`src/rtl/spi_regs_pkg.sv`:
```
// Shared definitions for the SPI frame decoder and its register bus.
//   - dec_state_t    : decoder state encoding (IDLE, RD_ISSUE, RD_CAPTURE, WAIT_DATA)
//   - CMD_*          : bit positions inside the command byte
//   - ADDR_W_DEFAULT : default register address width
package spi_regs_pkg;

  localparam int ADDR_W_DEFAULT = 6;

  // Command byte layout: [7] 1=write/0=read, [6] upper/lower half, [5:0] address
  localparam int CMD_RW_BIT   = 7;
  localparam int CMD_HI_BIT   = 6;
  localparam int CMD_ADDR_LSB = 0;

  typedef enum logic [1:0] {
    IDLE       = 2'd0,
    RD_ISSUE   = 2'd1,
    RD_CAPTURE = 2'd2,
    WAIT_DATA  = 2'd3
  } dec_state_t;

endpackage

```
`src/rtl/spi_instr_decoder.sv`:
```
// Frame-level controller between the SPI byte bridge and the PWM register file.
// Each frame carries a command byte (R/W, hi/lo half, address) followed by a
// data byte. Writes produce a one-cycle reg_write strobe after the data byte;
// reads produce a one-cycle reg_read strobe after the command byte and the
// returned data is registered onto data_out for shift-out during byte two.
//
// Optional build macro: SPI_BURST_AUTOINC_EN
//   When defined, a frame keeps its transaction type after each data byte and
//   steps {reg_addr, reg_hi} by one (lo then hi of each register, wrapping),
//   until frame_active falls.
//
// Ports:
//   clk, rst_n          clock, asynchronous active-low reset
//   frame_active        synchronised chip-select (high = frame in progress)
//   byte_sync, data_in  one-cycle pulse with a received byte
//   data_out            byte the bridge shifts out on MISO
//   reg_addr, reg_hi    register address and half select
//   reg_write, reg_wdata  write strobe and data
//   reg_read, reg_rdata   read strobe and data (valid one cycle after reg_read)
//   busy                high between a command byte and transaction completion
module spi_instr_decoder
  import spi_regs_pkg::*;
#(
  parameter int ADDR_W = ADDR_W_DEFAULT,
  parameter int DATA_W = 8
) (
  input  logic              clk,
  input  logic              rst_n,
  input  logic              frame_active,
  input  logic              byte_sync,
  input  logic [DATA_W-1:0] data_in,
  output logic [DATA_W-1:0] data_out,
  output logic [ADDR_W-1:0] reg_addr,
  output logic              reg_hi,
  output logic              reg_write,
  output logic [DATA_W-1:0] reg_wdata,
  output logic              reg_read,
  input  logic [DATA_W-1:0] reg_rdata,
  output logic              busy
);

  dec_state_t          state_reg, state_next;
  logic                is_write_reg;
  logic [ADDR_W-1:0]   reg_addr_reg;
  logic                reg_hi_reg;
  logic [DATA_W-1:0]   data_out_reg;
  logic [DATA_W-1:0]   reg_wdata_reg;
  logic                reg_write_reg;
  logic                busy_reg;

  logic                latch_cmd;
  logic                do_write;
  logic                capture;
`ifdef SPI_BURST_AUTOINC_EN
  logic                inc_addr;
`endif

  always_comb begin
    state_next = state_reg;
    latch_cmd  = 1'b0;
    do_write   = 1'b0;
    capture    = 1'b0;
`ifdef SPI_BURST_AUTOINC_EN
    inc_addr   = 1'b0;
`endif
    if (state_reg != IDLE && !frame_active) begin
      // Frame abort: drop back to IDLE, no capture, no pending write.
      state_next = IDLE;
    end else begin
      case (state_reg)
        IDLE: begin
          if (byte_sync && frame_active) begin
            latch_cmd  = 1'b1;
            state_next = data_in[CMD_RW_BIT] ? WAIT_DATA : RD_ISSUE;
          end
        end
        // Any byte_sync seen in the two read states is dropped.
        RD_ISSUE:   state_next = RD_CAPTURE;
        RD_CAPTURE: begin
          capture    = 1'b1;
          state_next = WAIT_DATA;
        end
        WAIT_DATA: begin
          if (byte_sync) begin
            do_write = is_write_reg;
`ifdef SPI_BURST_AUTOINC_EN
            // Writes step the address after their strobe (see below) so the
            // address stays stable while reg_write is high; reads step now.
            inc_addr   = !is_write_reg;
            state_next = is_write_reg ? WAIT_DATA : RD_ISSUE;
`else
            state_next = IDLE;
`endif
          end
        end
        default: state_next = IDLE;
      endcase
    end
`ifdef SPI_BURST_AUTOINC_EN
    if (reg_write_reg) begin
      inc_addr = 1'b1;
    end
`endif
  end

  always_ff @(posedge clk or negedge rst_n) begin
    if (!rst_n) begin
      state_reg     <= IDLE;
      is_write_reg  <= 1'b0;
      reg_addr_reg  <= '0;
      reg_hi_reg    <= 1'b0;
      data_out_reg  <= '0;
      reg_wdata_reg <= '0;
      reg_write_reg <= 1'b0;
      busy_reg      <= 1'b0;
    end else begin
      state_reg     <= state_next;
      reg_write_reg <= do_write;
      busy_reg      <= (state_next != IDLE);
      if (latch_cmd) begin
        is_write_reg <= data_in[CMD_RW_BIT];
        reg_hi_reg   <= data_in[CMD_HI_BIT];
        reg_addr_reg <= data_in[CMD_ADDR_LSB +: ADDR_W];
      end
`ifdef SPI_BURST_AUTOINC_EN
      else if (inc_addr) begin
        {reg_addr_reg, reg_hi_reg} <= {reg_addr_reg, reg_hi_reg} + {{ADDR_W{1'b0}}, 1'b1};
      end
`endif
      if (capture) begin
        data_out_reg <= reg_rdata;
      end
      if (do_write) begin
        reg_wdata_reg <= data_in;
      end
    end
  end

  assign reg_read  = (state_reg == RD_ISSUE);
  assign reg_write = reg_write_reg;
  assign reg_wdata = reg_wdata_reg;
  assign reg_addr  = reg_addr_reg;
  assign reg_hi    = reg_hi_reg;
  assign data_out  = data_out_reg;
  assign busy      = busy_reg;

endmodule

```
`config.mk`:
```
export PLATFORM = sky130hd
export DESIGN_NAME = spi_instr_decoder
export DESIGN_NICKNAME = d
export VERILOG_FILES = /design/src/rtl/spi_regs_pkg.sv /design/src/rtl/spi_instr_decoder.sv
export SDC_FILE = /design/constraint.sdc
export NUM_CORES = 1
export LEC_CHECK = 0
export ABC_AREA = 1
export BUFFER_PORTS_ARGS = -buffer_cell sky130_fd_sc_hd__buf_2
export CORE_MARGIN = 1.5
export CORE_UTILIZATION = 48
export DETAILED_ROUTE_END_ITERATION = 7
export HOLD_SLACK_MARGIN = 0.1
export PLACE_DENSITY = 0.78
export SYNTH_ARGS = -nofsm -noshare
export SYNTH_HDL_FRONTEND = slang
export SYNTH_SLANG_ARGS = --single-unit
```
`constraint.sdc`:
```
create_clock -name clk -period 1.1 [get_ports clk]
set_input_delay 0.165 -clock clk [delete_from_list [all_inputs] [get_ports clk]]
set_output_delay 0.165 -clock clk [all_outputs]
set_load 0.005 [all_outputs]
```
==> Word level (Yosys, flattened, before mapping) <==
Index checks and enable logic that the tools add are counted.
{ "word_totals": {"elab_cells": 30, "memories": 0, "ramBits": 0, "register_bits": 28, "out_inout_bits": 26, "mem_bits_ro": 0, "latchBits": 0} }
{ "op_classes": {"n_reduce_logical": 6, "shifts": 0, "bitwise": 0, "div": 0, "n_eq_ne": 3, "magnitude_cmp": 0, "addsub": 0, "n_mux": 13, "n_mul": 0} }
{ "op_table": {"columns": ["cell", "count"], "rows": [
  ["1-bit two-way mux", 8],
  ["2-bit two-way mux", 4],
  ["2-bit case mux with 4 select lines", 1],
  ["2-bit == test (second input constant)", 2],
  ["2-bit nonzero test", 2],
  ["2-bit by 1-bit == test with 1-bit output (second input constant)", 1],
  ["1-bit logical AND", 2],
  ["2-bit logical NOT", 1],
  ["1-bit logical NOT", 1]
]} }

==> Logic depth before layout (Yosys ltp) <==
Gate-level depths: netlist (run 1).
{ "depth": {"ltp_word": 5, "ltp_mapped": 6, "ltp_nobuf": 5} }

==> Least setup slack after synthesis (run 1) <==
OpenSTA, ideal clock, no wires.
{ "synth_path": {"kind": "reg2reg", "start": "register state_reg[1]", "end": "register busy_reg, in the netlist busy", "period_less_slack_ps": 1030, "setup_ps": 124, "path_buffers": 1, "slack_ps": 70, "required_time_ps": 976, "t_arrival_ps": 906, "stages_incl_launch_ff": 6, "path_cell_list": "dfrtp_1 > buf_2 > nor2_4 > nand2_1 > nand3_1 > nand2_1"} }
{ "synth_via": {"elab_chain_cells": 4, "elab_cells_between_ends": 11} }
{ "synth_lines": {"columns": ["element", "line", "text"], "rows": [
  ["start: declaration", "spi_instr_decoder.sv:42", "dec_state_t state_reg, state_next;"],
  ["start signal: assignment", "spi_instr_decoder.sv:117", "state_reg <= state_next;"],
  ["2-bit == test (tied with other cells)", "spi_instr_decoder.sv:70", "case (state_reg)"],
  ["2-bit case mux with 4 select lines / 1-bit logical AND (equally long branches)", "spi_instr_decoder.sv:70, spi_instr_decoder.sv:66", null],
  ["2-bit two-way mux (*)", "spi_instr_decoder.sv:66", "if (state_reg != IDLE && !frame_active) begin"],
  ["2-bit nonzero test (*)", "spi_instr_decoder.sv:119", "busy_reg <= (state_next != IDLE);"],
  ["end signal: assignment", "spi_instr_decoder.sv:119", null],
  ["end: declaration", "spi_instr_decoder.sv:49", "logic busy_reg;"]
]} }
Every way passes the cells marked *; elsewhere a longest branch is shown, timed or not.
A chain may end at the register's enable or synchronous reset.

==> Worst setup path in the final report (run 1) <==
{ "layout_path": {"start": "register state_reg[0]", "end": "output reg_read"} }
{ "layout_via": {"elab_chain_cells": 1} }
{ "layout_lines": {"columns": ["element", "line", "text"], "rows": [
  ["2-bit by 1-bit == test with 1-bit output", "spi_instr_decoder.sv:139", "assign reg_read = (state_reg == RD_ISSUE);"],
  ["end: declaration", "spi_instr_decoder.sv:37", "output logic reg_read,"]
]} }
Every way passes these cells.

==> summary.txt, run 1 <==
Worst setup path
  • Element type at the critical path start: register
  • Crit-path cells: inv_2, nor2_2, buf_2
  • Worst path buffer plus inverter count: 2
  • Endpoint kind of the worst setup timing path: primary output
  • Data arrival at the endpoint of the critical path: between 1000 and 1500 ps
  • Delay of the slowest critical-path stage: 450 ps
  • Critical setup path kind: reg2out
  • Crit-path max FO: 3
  • Kind of cell adding the most delay to the critical path: flip-flops
  • Max stage delay cell, worst path: dfrtp_2
  • Data required time of the critical path: between 900 and 1000 ps

CTS
  • TritonCTS clock tree: built
  • Clock slew seen by the registers of the worst setup and hold paths: 140 ps
  • Insertion delay to the later sink of the worst-skew pair: approximately 310 ps
  • Total clock buffers created by CTS: 3
  • Buffer type at the clock tree root: clkbuf_4
  • Max clock buf depth: 2
  • CTS HTree Levels: 1
  • Count of clock tree sinks: 28

Synthesis
  • Leading cell types by total area after synthesis: dfrtp_1, nand2_1, o21ai_2
  • Synthesis warning total: 0
  • Top-area cell type share of the netlist area: 56.97%
  • Area leader, netlist: dfrtp_1
  • Number of synthesized flops with an enable pin: 0
  • Most frequent cells after synthesis: nand2_1, dfrtp_1, inv_1, nand3_1, o21ai_2
  • Flip-flop cell with the highest count after synthesis: dfrtp_1
  • Number of distinct library cell variants in the gate-level netlist after synthesis: 17
  • Fraction of the yosys area taken by sequential cells: ~57%
  • Register bit count reported by yosys: 28
  • Post-Syn Area per Cell: approximately 9.8 µm²
  • Count of mapped cells out of synthesis: 126
  • Leading cell type by number of instances after synthesis: nand2_1
  • Net count after synthesis: 146
  • Netlist Area Pre-Place: 1230 µm²
  • Asr flop ratio synth: 100.0%

Cells and area
  • Post-route cell area: 1872 µm²
  • Layout Area Growth over Synthesis: 52.19%
  • Nets@finish: approximately 230
  • Layout cell share with drive strength beyond 1: 47.14%
  • Number of diodes: 0
  • FILL cells: 173
  • Count of placed standard cells in the final layout, fillers left out: 240

STA
  • Final period util: 106.4%
  • Final hold slack: 168.8 ps
  • RSZ-0062 raised after global routing: yes
  • Worst Clk Skew: 2.774 ps
  • Normalized max-slew margin: 83.97%
  • Number of slew-limit violations in the final report: 0
  • # setup viols final: 11
  • PnR worst setup slack: -70.71 ps
  • Peak clock frequency supported by timing: 0.8542 GHz
  • Final critical-path required period: between 1000 and 1500 ps
  • Hold Vio Cnt, Final: 0
  • Actual slew at the worst max-slew pin: ~240 ps

Die
  • DIE WIDTH: 53.62 µm
  • Site Rows: 18
  • DIE HEIGHT: between 50 and 60 µm
  • Total I/O pin count: 46
  • Initial standard-cell utilization of the core: 50.10%
  • Placeable core region: around 2500 µm²
  • Die area: approximately 2900 µm²

Job
  • Number of max-capacitance violations reported: 0

Pwr
  • Pwr dens: roughly 2000 nW/µm²
  • VDD IR max: ~1.4 mV
  • Leak pwr: roughly 1.1 nW

Routing
  • Total vias in the final route: around 1,100
  • Residual DRC: 0
  • Average routed wire per standard cell: 11.82 µm
  • Drt initial violations: 11
  • Number of detailed-route iterations in the first pass: 4
  • Final wirelength: 2837 µm
  • Number of nets with antenna violations after detailed routing: 0
  • Via/cell ratio: 4.733

GRT
  • Met3 track demand over resource in global routing: 5.000%
  • Wire length of the first global-routing pass: around 4400 µm
  • Maximum number of pins on one net before global-route repair: 17
  • M2 GR Usage: 38.48%
  • GR peak layer: met2
  • Met1 Usage GRT: 23.92%
  • Vias in the first global route: 1,050
  • Grt total ovfl: 0
  • All-layer global routing usage: 20.90%
  • Antenna violations before repair: 0

Placement
  • Placer congestion estimate: 0.7317
  • Placed cell count: 206
  • DPL Wire Length: 1863 µm
  • Port-buffer cells: 45
  • Cell area reported after detailed placement: roughly 1500 µm²
  • Worst setup slack after placement: -52.17 ps

Status
  • Status: finished with violations
  • Failing checks: negative setup slack

Worst hold path
  • Class of the most critical hold timing path: in2reg
placed cells by master (no fill, tap or decap):
| master | count |
|---|---|
| dlygate4sd3_1 | 17 |
| clkbuf_4 | 3 |
| buf_2 | 45 |
| nand2_2 | 5 |
| buf_12 | 1 |
| nor2_2 | 1 |
| buf_6 | 2 |
| inv_2 | 3 |
| nor2_8 | 1 |
| inv_1 | 11 |
| clkinv_2 | 1 |
| clkbuf_8 | 1 |
| nand2_1 | 45 |
| nor2_4 | 1 |
| dfrtp_1 | 26 |
| nand3_1 | 10 |
| nand2_4 | 5 |
| nand3_2 | 1 |
| o21ai_2 | 8 |
| nand3_4 | 2 |
| dfrtp_2 | 2 |
| buf_4 | 17 |
| o21ai_1 | 1 |
| o211ai_1 | 1 |
kinds of logic (layout without fill, tap and decap cells):
logic type	after synthesis	count (layout)	synth area share (%)
compound gates	10	10	6.714
buf+inv	17	101	6.713
flops	28	28	56.97
simple gates	71	71	29.60
area by class of cell:
cell class / count / area, µm² / area share (%)
flip-flops and latches: 28 / 703.2 / 37.57
repair buffers: 82 / 565.5 / 30.21
multi-input cells: 81 / 471.7 / 25.20
inverters: 15 / 57.56 / 3.075
well taps: 30 / 37.54 / 2.005
clock buffers: 4 / 36.28 / 1.938
power breakdown:
part           internal (mW)  switching (mW)
registers               1.44           0.245
logic                  0.871           0.766
clock network          0.202           0.281
final timing paths:
path / slack (ps) / to / cells after the start / start
hold reg to reg: 480 / reg_wdata[5] / 2 / reg_wdata[5]
min in group asynchronous: 220 / reg_write / 2 / rst_n
setup reg to reg: -50 / reg_addr[5] / 5 / state_reg[1]
setup / recovery: -70 / reg_read / 3 / state_reg[0]
hold / removal: 170 / reg_write / 3 / byte_sync
max in group asynchronous: 500 / reg_wdata[4] / 3 / rst_n
stage by stage:
stage / util, % / TNS, ps / total power, mW
2_1_floorplan: - / 0 / 2.389
3_3_place_gp: 62.44 / 0 / 2.932
3_5_place_dp: 62.44 / -152.1 / 2.998
4_1_cts: 73.14 / -283.3 / 3.659
5_1_grt: 76.25 / -1054 / 4.110
6_report: 76.25 / -333.0 / 3.807
tightest hold or removal path: stages:
cell	delay (ps)
buf_2	140
nand3_4	100
nor2_8	50
layer usage:
metal | up-vias | wire (µm)
li1 | 561 | -
met1 | 530 | 1145
met2 | 39 | 1486
met3 | 6 | 170
met4 | 0 | 36
met5 | - | 0
timing repair:
action / in CTS / in global routing
setup endpoints to repair: 16 / 25
hold buffers: 17 / 0
cloned: 0 / 0
setup buffers: 6 / 7
hold endpoints to repair: 51 / 0
pin swaps: 4 / 2
resized for setup: 4 / 8
(Power assumes the default switching activity.)
==> inputs of run 2 (changes only) <==
--- a/config.mk
+++ b/config.mk
@@ -12,6 +12,7 @@
 export DETAILED_ROUTE_END_ITERATION = 7
 export HOLD_SLACK_MARGIN = 0.1
 export PLACE_DENSITY = 0.78
+export SETUP_SLACK_MARGIN = 0.15
 export SYNTH_ARGS = -nofsm -noshare
 export SYNTH_HDL_FRONTEND = slang
 export SYNTH_SLANG_ARGS = --single-unit
==> summary.txt, run 2 (same netlist as run 1, synthesis figures left out) <==
Status
  • Status: finished with violations
  • Failing checks: negative setup slack

Placement
  • DPL Wire Length: 1797 µm
  • Placer congestion estimate: between 0.7 and 0.8
  • Placed cell count: 202
  • Worst setup slack after placement: -36.78 ps
  • Port-buffer cells: 45

Routing
  • Drt initial violations: 12
  • Via/cell ratio: just under 5
  • Number of detailed-route iterations in the first pass: 4
  • Final wirelength: ~3400 µm
  • Number of nets with antenna violations after detailed routing: 0
  • Residual DRC: 0
  • Average routed wire per standard cell: roughly 13 µm
  • Total vias in the final route: 1,231

Pwr
  • Proportion of total power due to net switching: 33.68%
  • Int Pwr: 3.178 mW
  • Net Sw Power: between 1.5 and 2 mW
  • Pwr dens: 2274 nW/µm²
  • VDD IR max: between 1.5 and 2 mV
  • Leak pwr: 1.163 nW
  • Proportion of power drawn by combinational gates: 50.2%
  • Relative contribution of the clock network to total power: between 10% and 20%
  • Sequential power share: about 36%

GRT
  • GR peak layer: met2
  • Met3 track demand over resource in global routing: 3.056%
  • Vias in the first global route: 1,160
  • Met1 Usage GRT: 28.29%
  • Grt total ovfl: 0
  • Wire length of the first global-routing pass: 4981 µm
  • All-layer global routing usage: between 20% and 30%
  • M2 GR Usage: between 40 and 50%
  • Antenna violations before repair: 0
  • Maximum number of pins on one net before global-route repair: 29

Cells and area
  • Most common library cell in the layout ignoring fill and taps: buf_2
  • Layout cell share with drive strength beyond 1: 59.19%
  • Area taken by flip-flops and latches: around 700 µm²
  • Layout Area Growth over Synthesis: 71.31%
  • Footprint of the multi-input gates: 574.3 µm²
  • Count of placed standard cells in the final layout, fillers left out: approximately 250
  • Most used cells in the layout excluding fill and tap cells: buf_2, nand2_1, dfrtp_1
  • Number of diodes: 0
  • Nets@finish: ~240
  • FILL cells: 123

CTS
  • Count of clock tree sinks: 28
  • Total clock buffers created by CTS: 3
  • CTS HTree Levels: 1
  • TritonCTS clock tree: built
  • Clock slew seen by the registers of the worst setup and hold paths: 160 ps
  • Max clock buf depth: 2
  • Insertion delay to the later sink of the worst-skew pair: 320 ps
  • Buffer type at the clock tree root: clkbuf_4

STA
  • Hold Vio Cnt, Final: 0
  • Worst Clk Skew: 6.523 ps
  • RSZ-0062 raised after global routing: yes
  • Final critical-path required period: 1254 ps
  • Actual slew at the worst max-slew pin: 379.1 ps
  • Normalized max-slew margin: roughly 75%
  • Number of slew-limit violations in the final report: 0
  • Peak clock frequency supported by timing: 0.7976 GHz
  • Final period util: 114.0%
  • Setup TNS: -2556 ps
  • PnR worst setup slack: -153.7 ps
  • # setup viols final: 27

Job
  • Number of max-capacitance violations reported: 0

Worst setup path
  • Element type at the critical path start: register
  • Data arrival at the endpoint of the critical path: 1490 ps
  • Endpoint kind of the worst setup timing path: register
  • Critical setup path kind: reg2reg
  • Crit-path max FO: 8
  • Flop2flop setup slack: -150 ps
  • Data required time of the critical path: 1340 ps

Die
  • Site Rows: 18
  • Placeable core region: ~2500 µm²
  • Die area: 2875 µm²
  • Total I/O pin count: 46
  • DIE WIDTH: 53.62 µm
  • DIE HEIGHT: 53.62 µm
  • Initial standard-cell utilization of the core: between 50% and 60%

Worst hold path
  • Class of the most critical hold timing path: in2reg
[run 2: cell count changes in the layout (fill, tap and decap cells not counted), sizes merged]
cell and delta:
bufinv +1, nand3 +1, buf +11
[run 2: final timing paths]
path / to / cells after the start / start
setup / recovery: is_write_reg / 6 / state_reg[1]
hold / removal: reg_write / 3 / byte_sync
setup reg to reg: is_write_reg / 6 / state_reg[1]
hold reg to reg: reg_addr[4] / 2 / reg_addr[4]
max in group asynchronous: state_reg[1] / 2 / rst_n
min in group asynchronous: reg_write / 2 / rst_n
[run 2: final cells by class]
cell class	instances	share of cell area (%)
sequential	28	33.37
timing repair buffer	94	32.13
multi-input combinational	82	27.26
inverter	15	2.969
tap	30	1.781
clock inverter	1	1.425
clock buffer	3	1.069
[run 2: layer usage]
layer	share of wire, %	wire [µm]	up-vias
met5	0	0	-
met1	38	1299	590
met3	4.0	136	6
li1	-	-	592
met2	56	1897	43
met4	1.2	42	0
[run 2: metrics by stage]
step | power [mW] | util [%] | hold WS (ps) | area, µm²
final | 4.792 | 85.83 | 161.8 | 2107
after global routing | 5.115 | 85.83 | 174.1 | 2107
after CTS | 4.206 | 77.88 | 153.6 | 1912
after detailed placement | 2.975 | 60.75 | 215.2 | 1491
after global placement | 2.907 | 60.75 | 201.6 | 1491
after floorplan | 2.413 | - | -130.6 | 1237
[run 2: worst max-delay path, stage by stage, from the launching register on]
cell	delay (ps)
dfrtp_2	460
buf_6	120
buf_6	120
nor2_4	200
nand2_4	130
nand2_1	90
nand2_1	50
[run 2: timing repair]
item / 4_1_cts / 5_1_grt
endpoints found under the hold margin: 52 / 0
setup buffers: 18 / 11
hold buffers: 17 / 0
resized for setup: 16 / 30
pin swaps: 13 / 14
endpoints found under the setup margin: 53 / 55
gates cloned: 1 / 0
[run 2: power by group through the flow]
stage | Combinational [mW] | Clock (mW) | Sequential [mW]
floorplan | 0.675 | 0 | 1.74
global placement | 1.18 | 0 | 1.72
detailed placement | 1.23 | 0 | 1.74
CTS | 1.86 | 0.679 | 1.67
global route | 2.64 | 0.718 | 1.76
finish | 2.41 | 0.672 | 1.71
